`src/rtl/uart_reporter_pkg.sv`:
```
// Shared types and constants for the UART state reporter: serializer FSM
// states, frame byte constants and the nibble-to-ASCII helper.
package uart_reporter_pkg;

  typedef enum logic [1:0] {
    S_IDLE,
    S_START,
    S_DATA,
    S_STOP
  } tx_state_e;

  localparam logic [7:0]  ASCII_CR  = 8'h0D;
  localparam logic [7:0]  ASCII_LF  = 8'h0A;
  localparam int unsigned FRAME_LEN = 4;

  function automatic logic [7:0] hex_to_ascii(input logic [3:0] nib);
    if (nib < 4'd10) return 8'h30 + {4'b0000, nib};
    else             return 8'h37 + {4'b0000, nib};
  endfunction

endpackage

```
`src/rtl/uart_tx_byte.sv`:
```
// 8N1 byte serializer with baud counter; accepts a byte on valid & ready.
// Ready is also raised in the last stop-bit cycle so bytes can run back-to-back.
module uart_tx_byte
  import uart_reporter_pkg::*;
#(
  parameter int unsigned CLKS_PER_BIT = 868
) (
  input  logic       clk,
  input  logic       rst_n,
  input  logic       valid,
  input  logic [7:0] data,
  output logic       ready,
  output logic       tx
);

  localparam logic [15:0] BIT_LAST = 16'(CLKS_PER_BIT - 1);

  tx_state_e   state_q, state_d;
  logic [15:0] cnt_q, cnt_d;
  logic [2:0]  bit_q, bit_d;
  logic [7:0]  shift_q, shift_d;
  logic        tx_q, tx_d;
  logic        bit_end;

  assign bit_end = (cnt_q == BIT_LAST);
  assign ready   = (state_q == S_IDLE) || ((state_q == S_STOP) && bit_end);
  assign tx      = tx_q;

  always_comb begin
    state_d = state_q;
    cnt_d   = cnt_q;
    bit_d   = bit_q;
    shift_d = shift_q;
    tx_d    = tx_q;
    if (state_q != S_IDLE) cnt_d = bit_end ? '0 : cnt_q + 16'd1;
    case (state_q)
      S_IDLE: begin
        if (valid) begin
          state_d = S_START;
          cnt_d   = '0;
          shift_d = data;
          tx_d    = 1'b0;
        end
      end
      S_START: begin
        if (bit_end) begin
          state_d = S_DATA;
          bit_d   = '0;
          tx_d    = shift_q[0];
          shift_d = {1'b0, shift_q[7:1]};
        end
      end
      S_DATA: begin
        if (bit_end) begin
          if (bit_q == 3'd7) begin
            state_d = S_STOP;
            tx_d    = 1'b1;
          end else begin
            bit_d   = bit_q + 3'd1;
            tx_d    = shift_q[0];
            shift_d = {1'b0, shift_q[7:1]};
          end
        end
      end
      S_STOP: begin
        if (bit_end) begin
          if (valid) begin
            state_d = S_START;
            shift_d = data;
            tx_d    = 1'b0;
          end else begin
            state_d = S_IDLE;
          end
        end
      end
      default: state_d = S_IDLE;
    endcase
  end

  always_ff @(posedge clk or negedge rst_n) begin
    if (!rst_n) begin
      state_q <= S_IDLE;
      cnt_q   <= '0;
      bit_q   <= '0;
      shift_q <= '0;
      tx_q    <= 1'b1;
    end else begin
      state_q <= state_d;
      cnt_q   <= cnt_d;
      bit_q   <= bit_d;
      shift_q <= shift_d;
      tx_q    <= tx_d;
    end
  end

endmodule

```
`src/rtl/uart_state_reporter.sv`:
```
// Snapshots state_in on request and sends it as "HH\r\n" over UART.
// Optional REPORTER_ON_CHANGE_EN: also request a frame when idle and state_in differs from the last report.
module uart_state_reporter
  import uart_reporter_pkg::*;
#(
  parameter int unsigned CLKS_PER_BIT = 868
) (
  input  logic       clk,
  input  logic       rst_n,
  input  logic [7:0] state_in,
  input  logic       trigger,
  output logic       tx,
  output logic       busy,
  output logic       overrun
);

  localparam logic [2:0] LAST_IDX = 3'(FRAME_LEN);

  logic       active_q, active_d;
  logic       busy_q, busy_d;
  logic       pending_q, pending_d;
  logic       overrun_q, overrun_d;
  logic [2:0] idx_q, idx_d;
  logic [7:0] snap_q, snap_d;
  logic       take_snap, frame_end, change_req;
  logic       tx_valid, tx_ready;
  logic [7:0] tx_data;

`ifdef REPORTER_ON_CHANGE_EN
  logic [7:0] last_q;
  assign change_req = (state_in != last_q);
`else
  assign change_req = 1'b0;
`endif

  function automatic logic [7:0] frame_byte(input logic [1:0] idx, input logic [7:0] v);
    case (idx)
      2'd0:    return hex_to_ascii(v[7:4]);
      2'd1:    return hex_to_ascii(v[3:0]);
      2'd2:    return ASCII_CR;
      default: return ASCII_LF;
    endcase
  endfunction

  always_comb begin
    active_d  = active_q;
    busy_d    = busy_q;
    pending_d = pending_q;
    overrun_d = 1'b0;
    idx_d     = idx_q;
    snap_d    = snap_q;
    take_snap = 1'b0;
    tx_valid  = active_q && (idx_q != LAST_IDX);
    tx_data   = frame_byte(idx_q[1:0], snap_q);
    frame_end = active_q && (idx_q == LAST_IDX) && tx_ready;

    if (!active_q) begin
      if (trigger || pending_q || change_req) begin
        active_d  = 1'b1;
        take_snap = 1'b1;
        idx_d     = '0;
        pending_d = 1'b0;
      end
    end else if (frame_end) begin
      // A pending frame is chained into the final stop-bit cycle: its first
      // byte comes straight from state_in, which is snapshotted on the same edge.
      busy_d    = pending_q;
      active_d  = pending_q;
      pending_d = trigger;
      if (pending_q) begin
        take_snap = 1'b1;
        idx_d     = 3'd1;
        tx_valid  = 1'b1;
        tx_data   = hex_to_ascii(state_in[7:4]);
      end
    end else begin
      if (tx_valid && tx_ready) begin
        idx_d = idx_q + 3'd1;
        if (idx_q == '0) busy_d = 1'b1;
      end
      if (trigger) begin
        if (pending_q) overrun_d = 1'b1;
        else           pending_d = 1'b1;
      end
    end

    if (take_snap) snap_d = state_in;
  end

  always_ff @(posedge clk or negedge rst_n) begin
    if (!rst_n) begin
      active_q  <= 1'b0;
      busy_q    <= 1'b0;
      pending_q <= 1'b0;
      overrun_q <= 1'b0;
      idx_q     <= '0;
      snap_q    <= '0;
`ifdef REPORTER_ON_CHANGE_EN
      last_q    <= '0;
`endif
    end else begin
      active_q  <= active_d;
      busy_q    <= busy_d;
      pending_q <= pending_d;
      overrun_q <= overrun_d;
      idx_q     <= idx_d;
      snap_q    <= snap_d;
`ifdef REPORTER_ON_CHANGE_EN
      if (take_snap) last_q <= state_in;
`endif
    end
  end

  uart_tx_byte #(
    .CLKS_PER_BIT(CLKS_PER_BIT)
  ) u_tx (
    .clk  (clk),
    .rst_n(rst_n),
    .valid(tx_valid),
    .data (tx_data),
    .ready(tx_ready),
    .tx   (tx)
  );

  assign busy    = busy_q;
  assign overrun = overrun_q;

endmodule

```
`config.mk`:
```
export PLATFORM = sky130hd
export DESIGN_NAME = uart_state_reporter
export DESIGN_NICKNAME = d
export VERILOG_FILES = /design/src/rtl/uart_reporter_pkg.sv /design/src/rtl/uart_tx_byte.sv /design/src/rtl/uart_state_reporter.sv
export SDC_FILE = /design/constraint.sdc
export NUM_CORES = 1
export LEC_CHECK = 0
export ABC_CLOCK_PERIOD_IN_PS = 3200
export CAP_MARGIN = 20
export CELL_PAD_IN_SITES_DETAIL_PLACEMENT = 0
export CELL_PAD_IN_SITES_GLOBAL_PLACEMENT = 2
export CORE_MARGIN = 8
export CORE_UTILIZATION = 38
export CTS_CLUSTER_DIAMETER = 120
export DETAILED_ROUTE_END_ITERATION = 12
export GPL_ROUTABILITY_DRIVEN = 1
export PLACE_DENSITY = 0.75
export SLEW_MARGIN = 20
export SYNTH_ARGS = -nofsm -noshare
export SYNTH_HDL_FRONTEND = slang
export SYNTH_SLANG_ARGS = --single-unit
```
`constraint.sdc`:
```
create_clock -name clk -period 3.2 [get_ports clk]
set_input_delay 0.32 -clock clk [delete_from_list [all_inputs] [get_ports clk]]
set_output_delay 0.32 -clock clk [all_outputs]
set_load 0.005 [all_outputs]
```
After elaboration in Yosys (flattened, before gate mapping)
Index checks and enable logic that the tools add are counted.
{ "classes": {"addsub": 9, "order_cmp": 3, "eq_ne": 18, "n_mux": 58, "reduce_logical": 22} }
{ "ops": {"columns": ["op", "n"], "rows": [
  ["two-way mux 16 bit", 4],
  ["two-way mux 8 bit", 8],
  ["adder 6 x 4 -> 7 bit, first input constant", 6],
  ["one-hot mux 8 bit (4 select lines)", 1],
  ["two-way mux 1 bit", 25],
  ["two-way mux 3 bit", 8],
  ["one-hot mux 8 bit (3 select lines)", 1],
  ["two-way mux 7 bit", 3],
  ["adder 16 x 1 -> 16 bit, second input constant", 1],
  ["equality test 16 x 10 -> 1 bit, second input constant", 1],
  ["less-than comparator 4 bit, second input constant", 3],
  ["two-way mux 2 bit", 5],
  ["nonzero test 2 bit", 5],
  ["AND reduction 3 bit", 3],
  ["inequality test 2 x 1 -> 1 bit, second input constant", 4],
  ["one-hot mux 2 bit (4 select lines)", 1],
  ["AND reduction 4 bit", 2],
  ["adder 3 x 1 -> 3 bit, second input constant", 2],
  ["equality test 2 bit, second input constant", 3],
  ["equality test 3 bit, second input constant", 2],
  ["inequality test 3 bit, second input constant", 2],
  ["one-hot mux 3 bit (2 select lines)", 1],
  ["logical AND 1 bit", 5],
  ["AND reduction 5 bit", 1],
  ["other kinds (9)", 13]
]} }
{ "word_totals": {"register_bits": 45, "inputBits": 11, "elab_cells": 121} }

Longest topological paths before layout
Gate-level depths: netlist of the first run.
{ "logic_depth": {"depth_word": 9, "ltp_mapped": 9} }

By module
Synthesis of the first run repeated with hierarchy kept, for this count alone.
{ "hier_totals": {"cells_unflattened": 314, "hier_area_um2": 2901.5} }
{ "modules_own_cells": {"columns": ["mod", "instances", "cells_each", "area_per_inst_um2", "seq_area_each_um2"], "rows": [
  ["uart_tx_byte", 1, 179, 1810.5, 752.0],
  ["uart_state_reporter", 1, 135, 1091.0, 375.4]
]} }

Worst setup path before layout of the first run
Ideal clock, no wire load.
{ "synth_timing": {"path_type": "reg2reg", "startpoint": "reg u_tx.cnt_q[3]", "endpoint": "reg snap_q[0]", "arrival_time_ns": 2.426, "required_time_ns": 3.075, "setup_slack_ns": 0.649, "path_stages_with_launch": 8, "path_cell_list": "dfrtp_1 buf_6 or4_4 nor4_4 a21o_4 nand3_4 o22ai_4 mux2_2"} }
{ "synth_between": {"elab_chain_cells": 6} }
{ "synth_rtl": {"columns": ["element", "line_no", "text"], "rows": [
  ["from (decl)", "uart_tx_byte.sv:19", "logic [15:0] cnt_q, cnt_d;"],
  ["from (signal assigned)", "uart_tx_byte.sv:89", "cnt_q <= cnt_d;"],
  ["equality test 16 x 10 -> 1 bit", "uart_tx_byte.sv:25", "assign bit_end = (cnt_q == BIT_LAST);"],
  ["logical AND 1 bit", "uart_tx_byte.sv:26", "assign ready = (state_q == S_IDLE) || ((state_q == S_STOP) && bit_end);"],
  ["logical OR 1 bit", "uart_tx_byte.sv:26", null],
  ["logical AND 1 bit", "uart_state_reporter.sv:55", "frame_end = active_q && (idx_q == LAST_IDX) && tx_ready;"],
  ["two-way mux 1 bit", "uart_state_reporter.sv:64", "end else if (frame_end) begin"],
  ["two-way mux 1 bit", "uart_state_reporter.sv:57", "if (!active_q) begin"],
  ["to (signal assigned)", "uart_state_reporter.sv:107", "snap_q <= snap_d;"],
  ["to (decl)", "uart_state_reporter.sv:24", "logic [7:0] snap_q, snap_d;"]
]} }
No other way between the ends.
A chain may end at the register's enable or synchronous reset.

Worst setup path after layout of the first run
{ "layout_timing": {"startpoint": "reg u_tx.cnt_q[0]", "endpoint": "reg snap_q[6]"} }
The elaborated chain is that of the path after synthesis.

==> run metrics, run 1 <==
drc violations=0; delay-heaviest family, CP=simple AND/OR/NAND/NOR gates; Cell Chain, Critical Path=ha_1 > or4b_1 > nor4_4 > a21o_4 > nand3_4 > o22ai_4 > mux2_2; Most used DFF post-synth=dfrtp_1; Hold Path Class=input port to asynchronous set/reset pin; # diodes=0; Peak VDD IR=173 uV; Worst-Margin Slew=696 ps; Die Area=10,400 um2; RSZ-0062 raised after global routing=false; Fillers=769; Storage cell area=1100 um2; Yosys warnings=0; final WL=6.40 mm; routability cong.=0.795; pre-CTS setup slack=639 ps; Final WS setup=634 ps; share of cells above drive strength 1=0.0849; Max stage delay cell, worst path=or4b_1; synthesized instance count=307; number of enable flip-flop cells after synthesis=0; synth cell count leaders=43 x dfrtp_1, 32 x nand2_1, 31 x nor2_1; Slowest Stage Delay on Critical Path=500 ps; post-synth top area cell=dfrtp_1; Slew Viols, Final=0; drt pass-1 iters=4; routed len/inst=15.3 um; Max Fclk=0.390 GHz; Clock Pin Slew Worst Setup and Hold Paths=80 ps; # setup viols final=0; Crit Path Max Fanout=9; number of global-route vias before repair=2,105; # IOs=14; Fin. Hold Viols=0; Finished Layout Cells=417; CP Data Required Time=3380 ps; final worst-path cycle share=0.802; mean cell area of the mapped netlist=9.19 um2; via density per instance=5.28; sequential area share after synthesis=0.391; H-tree depth=2; Worst EP arrival=2750 ps; top post-synthesis cells by area=dfrtp_1 38%, ha_1 6.2%, o21ai_0 4.3%; via count=2,203; I/O Buffers=13; initial antenna violation count=0; count leader, synth=dfrtp_1; PostCTS Resize Cnt=0; outcome=finished, final reports clean; mapped cell area=2820 um2; Buf+Inv Stages, Crit Path=0; Yosys top cell area share=0.382; Max Cap Viol=0; flops & latches, synth=44; root buffer cell=clkbuf_8; Layout Skew=11.4 ps; CTS max path bufs=2; Setup TNS=0 ps; Total GRT Usage=0.132; post-route ant nets=0; initial core utilization=0.391; cts bufs inserted=5; Async SR Flop Fraction=1.00; WS Path Type=register to register; pwr dens=321 nW/um2; GR Overflow Total=0; clk sink count=44; Area growth syn-to-layout=9.85%; setup bufs post-CTS=0; largest net degree at the start of global routing=45; CTS tree=done; nets=342; num rows=31; min Tclk post-route=2570 ps; syn_nets=332; Setup crit start kind=register; count of unique library cells instantiated by Yosys=54; multi-input logic area=1570 um2; leak pwr=1.30 nW; Worst Setup End Kind=register; Core ar.=7210 um2; Rel. slew slack=0.524; hold_buf cts=0; first-pass GRT wire length=10.9 mm; HPWL Detailed=4.56 mm; overall die width=102 um; DIE HEIGHT=102 um; DP Cell Count=409; Starting DRT DRC Count=155; clock latency on the worst-skew pair=300 ps
## where the power goes
group / leakage [nW] / internal, mW / total (mW) / switching (mW)
Combinational: 0.721 / 0.0264 / 0.0571 / 0.0307
Sequential: 0.539 / 0.561 / 0.570 / 0.00922
Clock: 0.0445 / 0.176 / 0.368 / 0.192
Total: 1.30 / 0.763 / 0.995 / 0.232
## final cells by class
type                            instances  area share
Inverter                               16      0.0194
Tap cell                               99      0.0400
Clock inverter                          1     0.00242
Clock buffer                            7      0.0279
Timing Repair Buffer                   16      0.0485
Multi-Input combinational cell        234       0.506
Sequential cell                        44       0.356
## layer usage
| layer | global-route usage | up-vias | part of all wire |
|---|---|---|---|
| li1 | - | 1127 | - |
| met1 | 0.204 | 1043 | 0.56 |
| met2 | 0.177 | 29 | 0.40 |
| met3 | 0.0266 | 4 | 0.033 |
| met4 | 0.0339 | 0 | 0.0069 |
| met5 | 0 | - | 0 |
## registers in the layout, summed over array words and instances (netlist names)
register / count
busy: 1
snap_q: 8
u_tx.tx: 1
u_tx.bit_q: 3
u_tx.shift_q: 7
pending_q: 1
u_tx.cnt_q: 16
idx_q: 3
u_tx.state_q: 2
overrun: 1
active_q: 1
## metrics by stage
stage	hold WS (ps)	power (mW)	cell area, um2	utilization
5_1_grt	52.3	1.04	3100	0.429
3_5_place_dp	471	0.640	3000	0.416
6_report	22.2	0.995	3100	0.429
3_3_place_gp	463	0.639	3000	0.416
2_1_floorplan	24.4	0.605	2820	-
4_1_cts	225	1.02	3100	0.429
## placed cells by master, fill, tap and decap left out, types with 8 or more instances in the layout
| cell type | instances |
|---|---|
| nand3_1 | 9 |
| ha_1 | 14 |
| dfrtp_1 | 43 |
| xnor2_1 | 11 |
| nand2_1 | 32 |
| nor3_1 | 8 |
| inv_1 | 16 |
| a21oi_1 | 13 |
| clkdlybuf4s50_1 | 12 |
| nor2_1 | 31 |
| o21ai_0 | 24 |
## worst paths after layout
| kind | start | cells past startpoint | to | slack (ps) |
|---|---|---|---|---|
| hold / removal | rst_n | 1 | u_tx.cnt_q[8]$_DFF_PN0_ | 20 |
| setup / recovery | u_tx.cnt_q[0]$_DFF_PN0_ | 7 | snap_q[6]$_DFFE_PN0P_ | 630 |
| setup reg to reg | u_tx.cnt_q[0]$_DFF_PN0_ | 7 | snap_q[6]$_DFFE_PN0P_ | 630 |
| hold reg to reg | u_tx.shift_q[0]$_DFFE_PN0P_ | 2 | u_tx.shift_q[0]$_DFFE_PN0P_ | 480 |
| min in group clk | u_tx.shift_q[0]$_DFFE_PN0P_ | 2 | u_tx.shift_q[0]$_DFFE_PN0P_ | 480 |
| max in group asynchronous | rst_n | 1 | u_tx.shift_q[1]$_DFFE_PN0P_ | 2790 |
## cells by family after synthesis
logic type | synth area share
AO/OA/AOI/OAI | 0.191
adder cells (fa/ha/maj) | 0.0621
buffers and inverters | 0.0532
AND/OR/NAND/NOR | 0.212
flip-flops | 0.391
XOR/XNOR | 0.0559
multiplexers | 0.0351
No activity file was read; power rests on OpenSTA's default activity.
==> run 2, diff against run 1 <==
- ABC_CLOCK_PERIOD_IN_PS: 3200 -> 2150
- CORE_UTILIZATION: 38 -> 34
- PLACE_DENSITY: 0.75 -> 0.71
- clock period: 3.2 -> 2.15 ns (I/O delays scaled with it)
==> run metrics, run 2 (same netlist as run 1, synthesis figures left out) <==
FF-to-FF setup slack=-70 ps (was 630 ps); via count=2,443 (was 2,203); final worst-path cycle share=1.03 (was 0.802); drt pass-1 iters=4 (unchanged); Area growth syn-to-layout=29.5% (was 9.85%); Clock Pin Slew Worst Setup and Hold Paths=80 ps (about the same); Worst Setup End Kind=register (unchanged); drc violations=0 (unchanged); root buffer cell=clkbuf_8 (unchanged); Final WS setup=-65.5 ps (was 634 ps); violated checks=negative setup slack; via density per instance=5.15 (was 5.28); RSZ-0062 raised after global routing=true (was false); hold_buf cts=0 (unchanged); Storage cell area=1100 um2 (unchanged); most frequent cells in the layout=51 x buf_4, 43 x dfrtp_1, 32 x nand2_1 (was 43 x dfrtp_1, 32 x nand2_1, 31 x nor2_1); Buf+Inv Stages, Crit Path=1 (was 0); multi-input logic area=1710 um2 (was 1570 um2); routability cong.=0.768 (was 0.795); Rel. slew slack=0.609 (was 0.524); pre-CTS setup slack=-230 ps (was 639 ps); Worst R2R End=snap_q[0]$_DFFE_PN0P_ (was snap_q[6]$_DFFE_PN0P_); CTS tree=done (unchanged); clk sink count=44 (unchanged); Peak VDD IR=209 uV (was 173 uV); CP Data Required Time=2340 ps (was 3380 ps); Finished Cell Area=3650 um2 (was 3100 um2); nets=394 (was 342); max FFs per register=16 (unchanged); Setup TNS=-378 ps (was 0 ps); Fillers=801 (was 769); final WL=6.89 mm (was 6.40 mm); Core ar.=8130 um2 (was 7210 um2); clock latency on the worst-skew pair=300 ps (about the same); delay-heaviest family, CP=simple AND/OR/NAND/NOR gates (unchanged); CTS max path bufs=2 (unchanged); share of cells above drive strength 1=0.274 (was 0.0849); # diodes=0 (unchanged); most common cell after layout, fill and taps aside=buf_4 (was dfrtp_1); Slowest Stage Delay on Critical Path=550 ps (was 500 ps); Starting DRT DRC Count=140 (was 155); number of global-route vias before repair=2,406 (was 2,105); min Tclk post-route=2220 ps (was 2570 ps); registers with the most flip-flops=u_tx.cnt_q: 16 flops, snap_q: 8 flops, u_tx.shift_q: 7 flops (unchanged); Worst-Margin Slew=587 ps (was 696 ps); # IOs=14 (unchanged); post-route ant nets=0 (unchanged); # setup viols final=8 (was 0); Max Fclk=0.451 GHz (was 0.390 GHz); Layout Skew=7.45 ps (was 11.4 ps); largest net degree at the start of global routing=45 (unchanged); WS Path Type=register to register (unchanged); overall die width=107 um (was 102 um); Max stage delay cell, worst path=or4_4 (was or4b_1); Finished Layout Cells=474 (was 417); Total GRT Usage=0.127 (was 0.132); Cell Chain, Critical Path=or4_4 > nor4_4 > a21o_4 > nand3_4 > o22ai_4 > buf_12 > mux2_4 (was ha_1 > or4b_1 > nor4_4 > a21o_4 > nand3_4 > o22ai_4 > mux2_2); GR Overflow Total=0 (unchanged); Worst EP arrival=2400 ps (was 2750 ps); Setup crit start kind=register (unchanged); Register-to-Register Path Depth=7 (unchanged); DP Cell Count=456 (was 409); Largest Register=u_tx.cnt_q (unchanged); leak pwr=1.61 nW (was 1.30 nW); DIE HEIGHT=107 um (was 102 um); dpl cell area=3320 um2 (was 3000 um2); initial antenna violation count=0 (unchanged); num rows=33 (was 31); pwr dens=414 nW/um2 (was 321 nW/um2); routed len/inst=14.5 um (was 15.3 um); I/O Buffers=13 (unchanged); Crit. Startpoint=u_tx.cnt_q[2]$_DFF_PN0_ (was u_tx.cnt_q[0]$_DFF_PN0_); Max Cap Viol=0 (unchanged); Hold Path Class=input port to asynchronous set/reset pin (unchanged); HPWL Detailed=4.95 mm (was 4.56 mm); Fin. Hold Viols=0 (unchanged); RR Startpoint=u_tx.cnt_q[2]$_DFF_PN0_ (was u_tx.cnt_q[0]$_DFF_PN0_); H-tree depth=2 (unchanged); Final Util=0.449 (was 0.429); power after layout=1.51 mW (was 0.995 mW); first-pass GRT wire length=11.9 mm (was 10.9 mm); cts bufs inserted=5 (unchanged); Hold Slack=3.01 ps (was 22.2 ps); Slew Viols, Final=0 (unchanged); Crit Path Max Fanout=8 (was 9); Die Area=11,500 um2 (was 10,400 um2); outcome=complete, but fails checks (was finished, final reports clean); initial core utilization=0.347 (was 0.391)
-- run 2: area by class of cell --
cell class              count  area share
clock buffers               7      0.0264
inverters                  16      0.0164
multi-input cells         235       0.469
flip-flops and latches     44       0.302
well taps                 105      0.0360
repair buffers             67       0.151
-- run 2: what timing repair did --
action	in CTS	in global routing
endpoints found under the hold margin	0	0
endpoints found under the setup margin	19	22
cloned	0	1
pin swaps	7	12
buffers inserted	7	3
gates resized for setup	16	21
-- run 2: layer usage --
| metal | wire length [um] | vias to the layer above | part of all wire | GRT usage |
|---|---|---|---|---|
| met5 | 0 | - | 0 | 0 |
| met4 | 72 | 0 | 0.010 | 0.0392 |
| met3 | 187 | 7 | 0.027 | 0.0210 |
| met2 | 2780 | 29 | 0.40 | 0.175 |
| met1 | 3850 | 1180 | 0.56 | 0.193 |
| li1 | - | 1227 | - | - |
-- run 2: where the power goes --
part / switching (mW) / internal, mW / leakage (nW)
clock: 0.280 / 0.287 / 0.0503
sequential: 0.00928 / 0.835 / 0.539
combinational: 0.0511 / 0.0483 / 1.02
-- run 2: worst register-to-register path: cells and delay by family, from the launching register on --
family	cells	cell delay, ps
multiplexers	1	300
AND/OR/NAND/NOR	3	920
AO/OA/AOI/OAI	2	360
buffers and inverters	1	150
flip-flops	1	380
-- run 2: worst max-delay path by stage --
stage	end	slack, ps	cells after the start
CTS	snap_q[0]$_DFFE_PN0P_	-60	8
global placement	snap_q[6]$_DFFE_PN0P_	-150	7
finish	snap_q[0]$_DFFE_PN0P_	-70	7
detailed placement	snap_q[0]$_DFFE_PN0P_	-230	7
floorplan	snap_q[0]$_DFFE_PN0P_	-370	7
global route	snap_q[0]$_DFFE_PN0P_	-140	8
==> run 3, diff against run 2 <==
- CTS_CLUSTER_SIZE: default -> 30
==> results of run 3 <==
The final DEF is identical to that of run 2; final timing and power are the same.
